## config.mk

```make
export PLATFORM = sky130hd
export DESIGN_NAME = pc_unit
export DESIGN_NICKNAME = d
export VERILOG_FILES = /design/src/rtl/pc_unit_pkg.sv /design/src/rtl/pc_adder.sv /design/src/rtl/pc_unit.sv
export SDC_FILE = /design/constraint.sdc
export NUM_CORES = 1
export LEC_CHECK = 0
export CELL_PAD_IN_SITES_DETAIL_PLACEMENT = 1
export CELL_PAD_IN_SITES_GLOBAL_PLACEMENT = 1
export CORE_ASPECT_RATIO = 0.6
export CORE_MARGIN = 5
export CORE_UTILIZATION = 33
export DETAILED_ROUTE_END_ITERATION = 10
export PLACE_DENSITY_LB_ADDON = 0.1
export RECOVER_POWER = 100
export SETUP_SLACK_MARGIN = 0.2
export SLEW_MARGIN = 0
export SYNTH_ARGS = -nofsm -noshare
export SYNTH_HDL_FRONTEND = slang
export SYNTH_SLANG_ARGS = --single-unit
```

## constraint.sdc

```tcl
create_clock -name clk_i -period 2.6 [get_ports clk_i]
set_input_delay 0.52 -clock clk_i [delete_from_list [all_inputs] [get_ports clk_i]]
set_output_delay 0.52 -clock clk_i [all_outputs]
set_load 0.01 [all_outputs]
```

## src/rtl/pc_unit_pkg.sv

```systemverilog
// ---------------------------------------------------------------------------
// pc_unit_pkg
// Shared types and constants for the program-counter unit.
//   pc_state_e           : BOOT / RUN / HALT sequencing states
//   PC_INC_WORD          : sequential step for 32-bit instructions
//   PC_INC_HALF          : sequential step for compressed instructions
//   DEFAULT_RESET_VECTOR : PC after reset
//   DEFAULT_TRAP_VECTOR  : PC on trap or misaligned branch target
// ---------------------------------------------------------------------------
package pc_unit_pkg;

  typedef enum logic [1:0] {
    BOOT = 2'd0,
    RUN  = 2'd1,
    HALT = 2'd2
  } pc_state_e;

  localparam logic [2:0]  PC_INC_WORD = 3'd4;
  localparam logic [2:0]  PC_INC_HALF = 3'd2;

  localparam logic [31:0] DEFAULT_RESET_VECTOR = 32'h0000_0000;
  localparam logic [31:0] DEFAULT_TRAP_VECTOR  = 32'h0000_0100;

endpackage

```

## src/rtl/pc_adder.sv

```systemverilog
// ---------------------------------------------------------------------------
// pc_adder
// XLEN-wide wrap-around adder producing the sequential successor of the PC.
//   pc_i  : current PC
//   inc_i : increment (2 or 4)
//   sum_o : pc_i + inc_i modulo 2^XLEN
// ---------------------------------------------------------------------------
module pc_adder #(
  parameter int unsigned XLEN = 32
) (
  input  logic [XLEN-1:0] pc_i,
  input  logic [2:0]      inc_i,
  output logic [XLEN-1:0] sum_o
);

  // Carry out of the top bit is dropped so 0xFFFF_FFFC + 4 wraps to 0.
  assign sum_o = pc_i + {{(XLEN-3){1'b0}}, inc_i};

endmodule

```

## src/rtl/pc_unit.sv

```systemverilog
// ---------------------------------------------------------------------------
// pc_unit
// Holds the architectural PC, chooses the next PC (increment, branch/jump
// redirect, trap redirect), presents it to fetch over valid/ready, supports
// halt/resume and counts accepted fetches.
//
// Optional feature macro: PC_UNIT_COMPRESSED_EN
//   defined   : adds is_compressed_i, step is 2 or 4, alignment check on [0]
//   undefined : step is always 4, alignment check on [1:0]
//
// Ports:
//   clk_i, rst_ni      : clock (rising edge), async active-low reset
//   fetch_ready_i      : fetch stage accepts pc_o this cycle
//   stall_i            : hold the PC for a hazard
//   branch_taken_i     : redirect to branch_target_i
//   branch_target_i    : redirect address
//   trap_i             : redirect to TRAP_VECTOR
//   halt_i / resume_i  : enter / leave HALT
//   is_compressed_i    : (macro only) current instruction is 16-bit
//   pc_o               : current PC
//   next_seq_pc_o      : pc_o + step, wrapping
//   pc_valid_o         : pc_o is a valid fetch request
//   misaligned_o       : one-cycle pulse after a misaligned branch target
//   fetch_count_o      : number of accepted fetches, wrapping
// ---------------------------------------------------------------------------
module pc_unit
  import pc_unit_pkg::*;
#(
  parameter int unsigned     XLEN         = 32,
  parameter logic [XLEN-1:0] RESET_VECTOR = XLEN'(DEFAULT_RESET_VECTOR),
  parameter logic [XLEN-1:0] TRAP_VECTOR  = XLEN'(DEFAULT_TRAP_VECTOR),
  parameter int unsigned     CNT_W        = 32
) (
  input  logic             clk_i,
  input  logic             rst_ni,
  input  logic             fetch_ready_i,
  input  logic             stall_i,
  input  logic             branch_taken_i,
  input  logic [XLEN-1:0]  branch_target_i,
  input  logic             trap_i,
  input  logic             halt_i,
  input  logic             resume_i,
`ifdef PC_UNIT_COMPRESSED_EN
  input  logic             is_compressed_i,
`endif
  output logic [XLEN-1:0]  pc_o,
  output logic [XLEN-1:0]  next_seq_pc_o,
  output logic             pc_valid_o,
  output logic             misaligned_o,
  output logic [CNT_W-1:0] fetch_count_o
);

  pc_state_e        state_q;
  logic [XLEN-1:0]  pc_q;
  logic             pc_valid_q;
  logic             misaligned_q;
  logic [CNT_W-1:0] fetch_count_q;

  logic [2:0]       pc_inc;
  logic             target_misaligned;
  logic             fetch_accept;

`ifdef PC_UNIT_COMPRESSED_EN
  assign pc_inc            = is_compressed_i ? PC_INC_HALF : PC_INC_WORD;
  assign target_misaligned = branch_target_i[0];
`else
  assign pc_inc            = PC_INC_WORD;
  assign target_misaligned = |branch_target_i[1:0];
`endif

  // A redirect or stall in the same cycle cancels the handshake; pc_valid_q
  // is only set in RUN, so this can never fire in BOOT or HALT.
  assign fetch_accept = pc_valid_q & fetch_ready_i & ~stall_i
                        & ~trap_i & ~branch_taken_i;

  pc_adder #(
    .XLEN (XLEN)
  ) u_pc_adder (
    .pc_i  (pc_q),
    .inc_i (pc_inc),
    .sum_o (next_seq_pc_o)
  );

  // Sequencer and PC register. In RUN the priority is trap, branch, halt,
  // hold, increment. In HALT only trap and resume are observed, trap first.
  // misaligned_q defaults low every cycle so it can only pulse.
  always_ff @(posedge clk_i or negedge rst_ni) begin
    if (!rst_ni) begin
      state_q       <= BOOT;
      pc_q          <= RESET_VECTOR;
      pc_valid_q    <= 1'b0;
      misaligned_q  <= 1'b0;
      fetch_count_q <= '0;
    end else begin
      misaligned_q <= 1'b0;
      if (fetch_accept) begin
        fetch_count_q <= fetch_count_q + CNT_W'(1);
      end
      case (state_q)
        BOOT: begin
          state_q    <= RUN;
          pc_valid_q <= 1'b1;
        end
        RUN: begin
          if (trap_i) begin
            pc_q <= TRAP_VECTOR;
          end else if (branch_taken_i) begin
            if (target_misaligned) begin
              pc_q         <= TRAP_VECTOR;
              misaligned_q <= 1'b1;
            end else begin
              pc_q <= branch_target_i;
            end
          end else if (halt_i) begin
            state_q    <= HALT;
            pc_valid_q <= 1'b0;
          end else if (!stall_i && fetch_ready_i) begin
            pc_q <= next_seq_pc_o;
          end
        end
        HALT: begin
          if (trap_i) begin
            pc_q       <= TRAP_VECTOR;
            state_q    <= RUN;
            pc_valid_q <= 1'b1;
          end else if (resume_i) begin
            state_q    <= RUN;
            pc_valid_q <= 1'b1;
          end
        end
        default: begin
          state_q    <= BOOT;
          pc_valid_q <= 1'b0;
        end
      endcase
    end
  end

  assign pc_o          = pc_q;
  assign pc_valid_o    = pc_valid_q;
  assign misaligned_o  = misaligned_q;
  assign fetch_count_o = fetch_count_q;

endmodule
```

======== Word level (Yosys, flattened, before mapping) ========
Cells that the tools add are included.
storage, ports and cells
  bits in registers ....................... 68
  bits in latches ......................... 0
  RAM bits ................................ 0
  ROM bits ................................ 0
  input bits .............................. 40
  word-level logic and storage cells ...... 53
  memories ................................ 0
cells by class
  $add $sub $neg .......................... 2
  multiply operators ...................... 0
  div/mod/pow operators ................... 0
  magnitude comparators ................... 0
  equal/unequal tests ..................... 9
  shifts and indexed selects .............. 0
  muxes and demuxes ....................... 23
  bitwise gates (word level) .............. 7
  reductions and logical operators ........ 7
operators by type and width
  cell                   count
  $mux 32                6
  $pmux 32 s2            1
  $add 32x1->32 const B  1
  $add 32x3->32 const B  1
  $mux 2                 5
  $mux 1                 9
  $ne 2x2->1 const B     4
  $ne 4x4->1 const B     2
  $reduce_and 4->1       2
  $pmux 2 s3             1
  $and 1x1->1            4
  $ne 3x3->1 const B     1
  $not 1->1              3
  $pmux 1 s3             1
  $eq 2x1->1 const B     1
  $eq 2x2->1 const B     1
  $logic_not 2->1        1
  $reduce_bool 2->1      1
  $reduce_or 2->1        1
  $logic_and 1x1->1      1
  $logic_not 1->1        1

======== Depth between registers and ports, before layout ========
  depth in word-level cells ............... 7
  mapped depth ............................ 9
  mapped depth without buffers ............ 7

======== By module ========
A second synthesis with hierarchy kept.
unflattened totals
  cell total of the unflattened synthesis .. 374
  area, all modules ....................... 3981.3 um^2
modules (own cells, without submodules)
  module    times used  cells each  area each (um^2)  sequential area each (um^2)
  pc_unit   1           280         3303.2            1676.6
  pc_adder  1           94          678.2             0.0

======== Least setup slack after synthesis ========
No wires, ideal clock.
  path kind ............................... register to output
  start ................................... register pc_q[10] (netlist: pc_o[10])
  end ..................................... output port next_seq_pc_o[19]
  data arrival time ....................... 1.703 ns
  data required time ...................... 2.080 ns
  setup slack ............................. 0.377 ns
  stages on the path, launching flop included .. 5
  path buffers ............................ 0
  cell sequence ........................... dfrtp_1 nand3_2 nor4_2 nand2_1 xnor2_1
between the ends
  cells in the longest elaborated chain, start to end .. 1
ends and longest elaborated chain
  element                 line            source
  start, declared         pc_unit.sv:54   logic [XLEN-1:0] pc_q;
  start signal, assigned  pc_unit.sv:112  pc_q <= branch_target_i;
  start signal, assigned  pc_unit.sv:118  pc_q <= next_seq_pc_o;
  $add 32x3->32           pc_adder.sv:17  assign sum_o = pc_i + {{(XLEN-3){1'b0}}, inc_i};
  end, declared           pc_unit.sv:47   output logic [XLEN-1:0] next_seq_pc_o,
No other way between the ends.

======== Worst setup path after layout ========
  start ................................... register pc_q[3] (netlist: pc_o[3])
  end ..................................... output port next_seq_pc_o[28]
Same word-level chain as after synthesis.

==> flow_metrics.tcl <==
set metrics [dict create \
    port_buffers 137 \
    rsz0062_at_grt "true" \
    fin_util_pct 60.37 \
    status "finished, violations left" \
    path_class "reg2out" \
    initial_core_util_pct 34.03 \
    r2r-start "pc_valid_o" \
    fmax_ghz 0.3705 \
    leakage_uw 0.003392 \
    synth_top_cell_by_area "dfrtp_1" \
    num_vias 4276 \
    r2r_cells 6 \
    drtIter0Drc 195 \
    r2r_end "pc_o[24]" \
    dieArea_um2 14060 \
    layout_setup_ws_ps -98.73 \
    finalCritPeriodShare_pct 103.8 \
    setup_violations 4 \
    io_pins 138 \
    period_needed_ps 2699 \
    layout_common_cells "buf_4 (74), dfrtp_1 (67), dlygate4sd3_1 (55), clkdlybuf4s50_1 (53), nand2_1 (47)" \
    p_per_area_nw_per_um2 663.3 \
    violations "negative setup slack" \
    cp_max_fo 5 \
    grt_usage_pct 21.81 \
    mostFrequentLayoutCell "buf_4" \
    core_um2 11370 \
    via_per_inst 5.247 \
    cts_num_sinks 67 \
    max_stage_delay_ps 390 \
    insertion_delay_ps 330 \
    synth_top_area_share_pct 43.32 \
    htreeDepth 3 \
    syn_avg_cell_area_um2 9.370 \
    routedWlPerCell_um 20.47 \
    cap_viol_max_count 0 \
    cts.path.max_buffers 2 \
    grt_pass1_vias 4390 \
    synth_cells 413 \
    tns_ps -202.6 \
    yosysWarnings 0 \
    cpMostUsedCell "buf_4" \
    cts_root_buf "clkbuf_16" \
    worst_pin_slew_ps 1403 \
    drc 0 \
    antenna_cells 0 \
    ys_seq_area_share_pct 43.32 \
    skew_ps 4.488 \
    holdPathStages 1 \
    hold_viol_final 0 \
    fin_nets 696 \
    fin_hold_ws_ps 459.2 \
    layout-drive-gt1-share_pct 30.23 \
    regToRegSetupSlack_ps 220 \
    cts_tree "done" \
    slew_headroom_pct 6.476 \
    slowest_stage "dfrtp_1" \
    synthFlopType "dfrtp_1" \
    core.rowCount 30 \
    ant_nets 0 \
    die_h_um 93.88 \
    gp_congestion 0.8214 \
    grt_pass1_wl_um 23970 \
    cts_buffers 9 \
    overflow 0 \
    synthArstFlopShare_pct 100.0 \
    cp-end-kind "output port" \
    cp_cell_sequence "buf_6, ha_4, nand3_4, buf_4, nor3_2, buf_4, nand4b_1, xnor2_1, buf_2" \
    hold_end "fetch_count_o[31]" \
    power_uw 4555 \
    ys_types 47 \
    min_from "fetch_count_o[31]" \
    critPathArrivalTime_ps 2180 \
    crit_required_ps 2080 \
    first_pass_iters 4 \
    synthToLayoutAreaGrowth_pct 77.43 \
    grt_max_degree 42 \
    post-dp-hpwl_um 11130 \
    antenna_found_initial 2 \
    syn_nets 459 \
    synth_area_leaders "dfrtp_1 (43%), xnor2_1 (9.7%), nand2_1 (5.3%), o21ai_0 (3.6%), xor2_1 (3.6%)" \
    worst_setup_path_start_kind "flop" \
    wl_um 16690 \
    synth_seq_cells 67 \
    ir_worst_vdd_v 0.0004333 \
    fp.dieW_um 149.8 \
    hp-class "reg2reg" \
    syn_area_um2 3870 \
    cts.clk_slew.worst_paths_ps 60 \
    drv_slew 0 \
    synth_edf_count 0 \
]
==> final cells by class <==
class,count,area [um^2]
inverter,12,45.04
clock buffer,9,225.2
multi-input combinational,315,2451
sequential,67,1677
tap,160,200.2
clock inverter,7,91.34
fill,1269,4507
timing repair buffer,245,2177
==> power breakdown <==
| group | switching, uW | internal, uW |
|---|---|---|
| logic | 1000 | 878 |
| registers | 155 | 1180 |
| clock network | 503 | 838 |
==> worst max-delay path by stage <==
stage | startpoint | end | slack (ps) | cells past startpoint
2_1_floorplan | pc_o[10] | next_seq_pc_o[19] | 380 | 4
3_3_place_gp | pc_o[3] | next_seq_pc_o[12] | -10 | 6
3_5_place_dp | pc_o[3] | next_seq_pc_o[28] | -50 | 7
4_1_cts | pc_o[9] | next_seq_pc_o[29] | 30 | 8
5_1_grt | pc_o[3] | next_seq_pc_o[28] | -190 | 9
6_report | pc_o[3] | next_seq_pc_o[28] | -100 | 9
==> cell usage after synthesis (10+ instances only) <==
cell      instances
nand2_1          55
clkbuf_1         13
and3_1           16
o21ai_0          28
inv_1            12
a22oi_1          10
nand4_1          14
xor2_1           16
nand3_1          19
xnor2_1          43
dfrtp_1          67
nor2_1           24
==> critical path: cells and delay by family (launching register included) <==
kind	cells	cell delay [ps]
and+or+nand+nor	3	430
xor gates and xnor gates	1	210
DFF	1	390
buffers and inverters	4	670
adders and majority gates	1	150
==> per-layer routing <==
layer	vias up	track usage (%)	part of all wire, %
met5	-	0	0.13
met4	4	4.642	1.1
met3	23	5.979	7.1
met2	137	32.24	45
met1	2145	31.71	46
li1	1967	-	-
==> sequential cells by signal, indices dropped and copies added (netlist names) <==
name           count
fetch_count_o     32
pc_o              32
pc_valid_o         1
state_q            1
misaligned_o       1
==> timing repair <==
item | in CTS | in global routing
resized for setup | 123 | 76
buffers inserted | 24 | 26
hold buffers | 0 | 0
pin swaps | 22 | 35
setup endpoints to repair | 27 | 30
==> per-stage QoR <==
step | worst slack (ps) | instance area (um^2) | cells
after global placement | -13.31 | 5838 | 749
after CTS | 30.99 | 6394 | 789
after detailed placement | -51.39 | 5838 | 749
final | -98.73 | 6867 | 815
after global routing | -186.4 | 6867 | 815
after floorplan | 377.5 | 3870 | 413
==> cell families (layout without fill, tap and decap cells) <==
logic type	after synthesis	in the layout	share of synthesized area, %
AND/OR/NAND/NOR	168	168	23.89
AO/OA/AOI/OAI	81	81	13.87
flip-flops	67	67	43.32
XOR/XNOR	59	59	13.35
buffers and inverters	31	273	3.330
adder cells (fa/ha/maj)	6	6	1.940
multiplexers	1	1	0.2910
(Power assumes the default switching activity.)
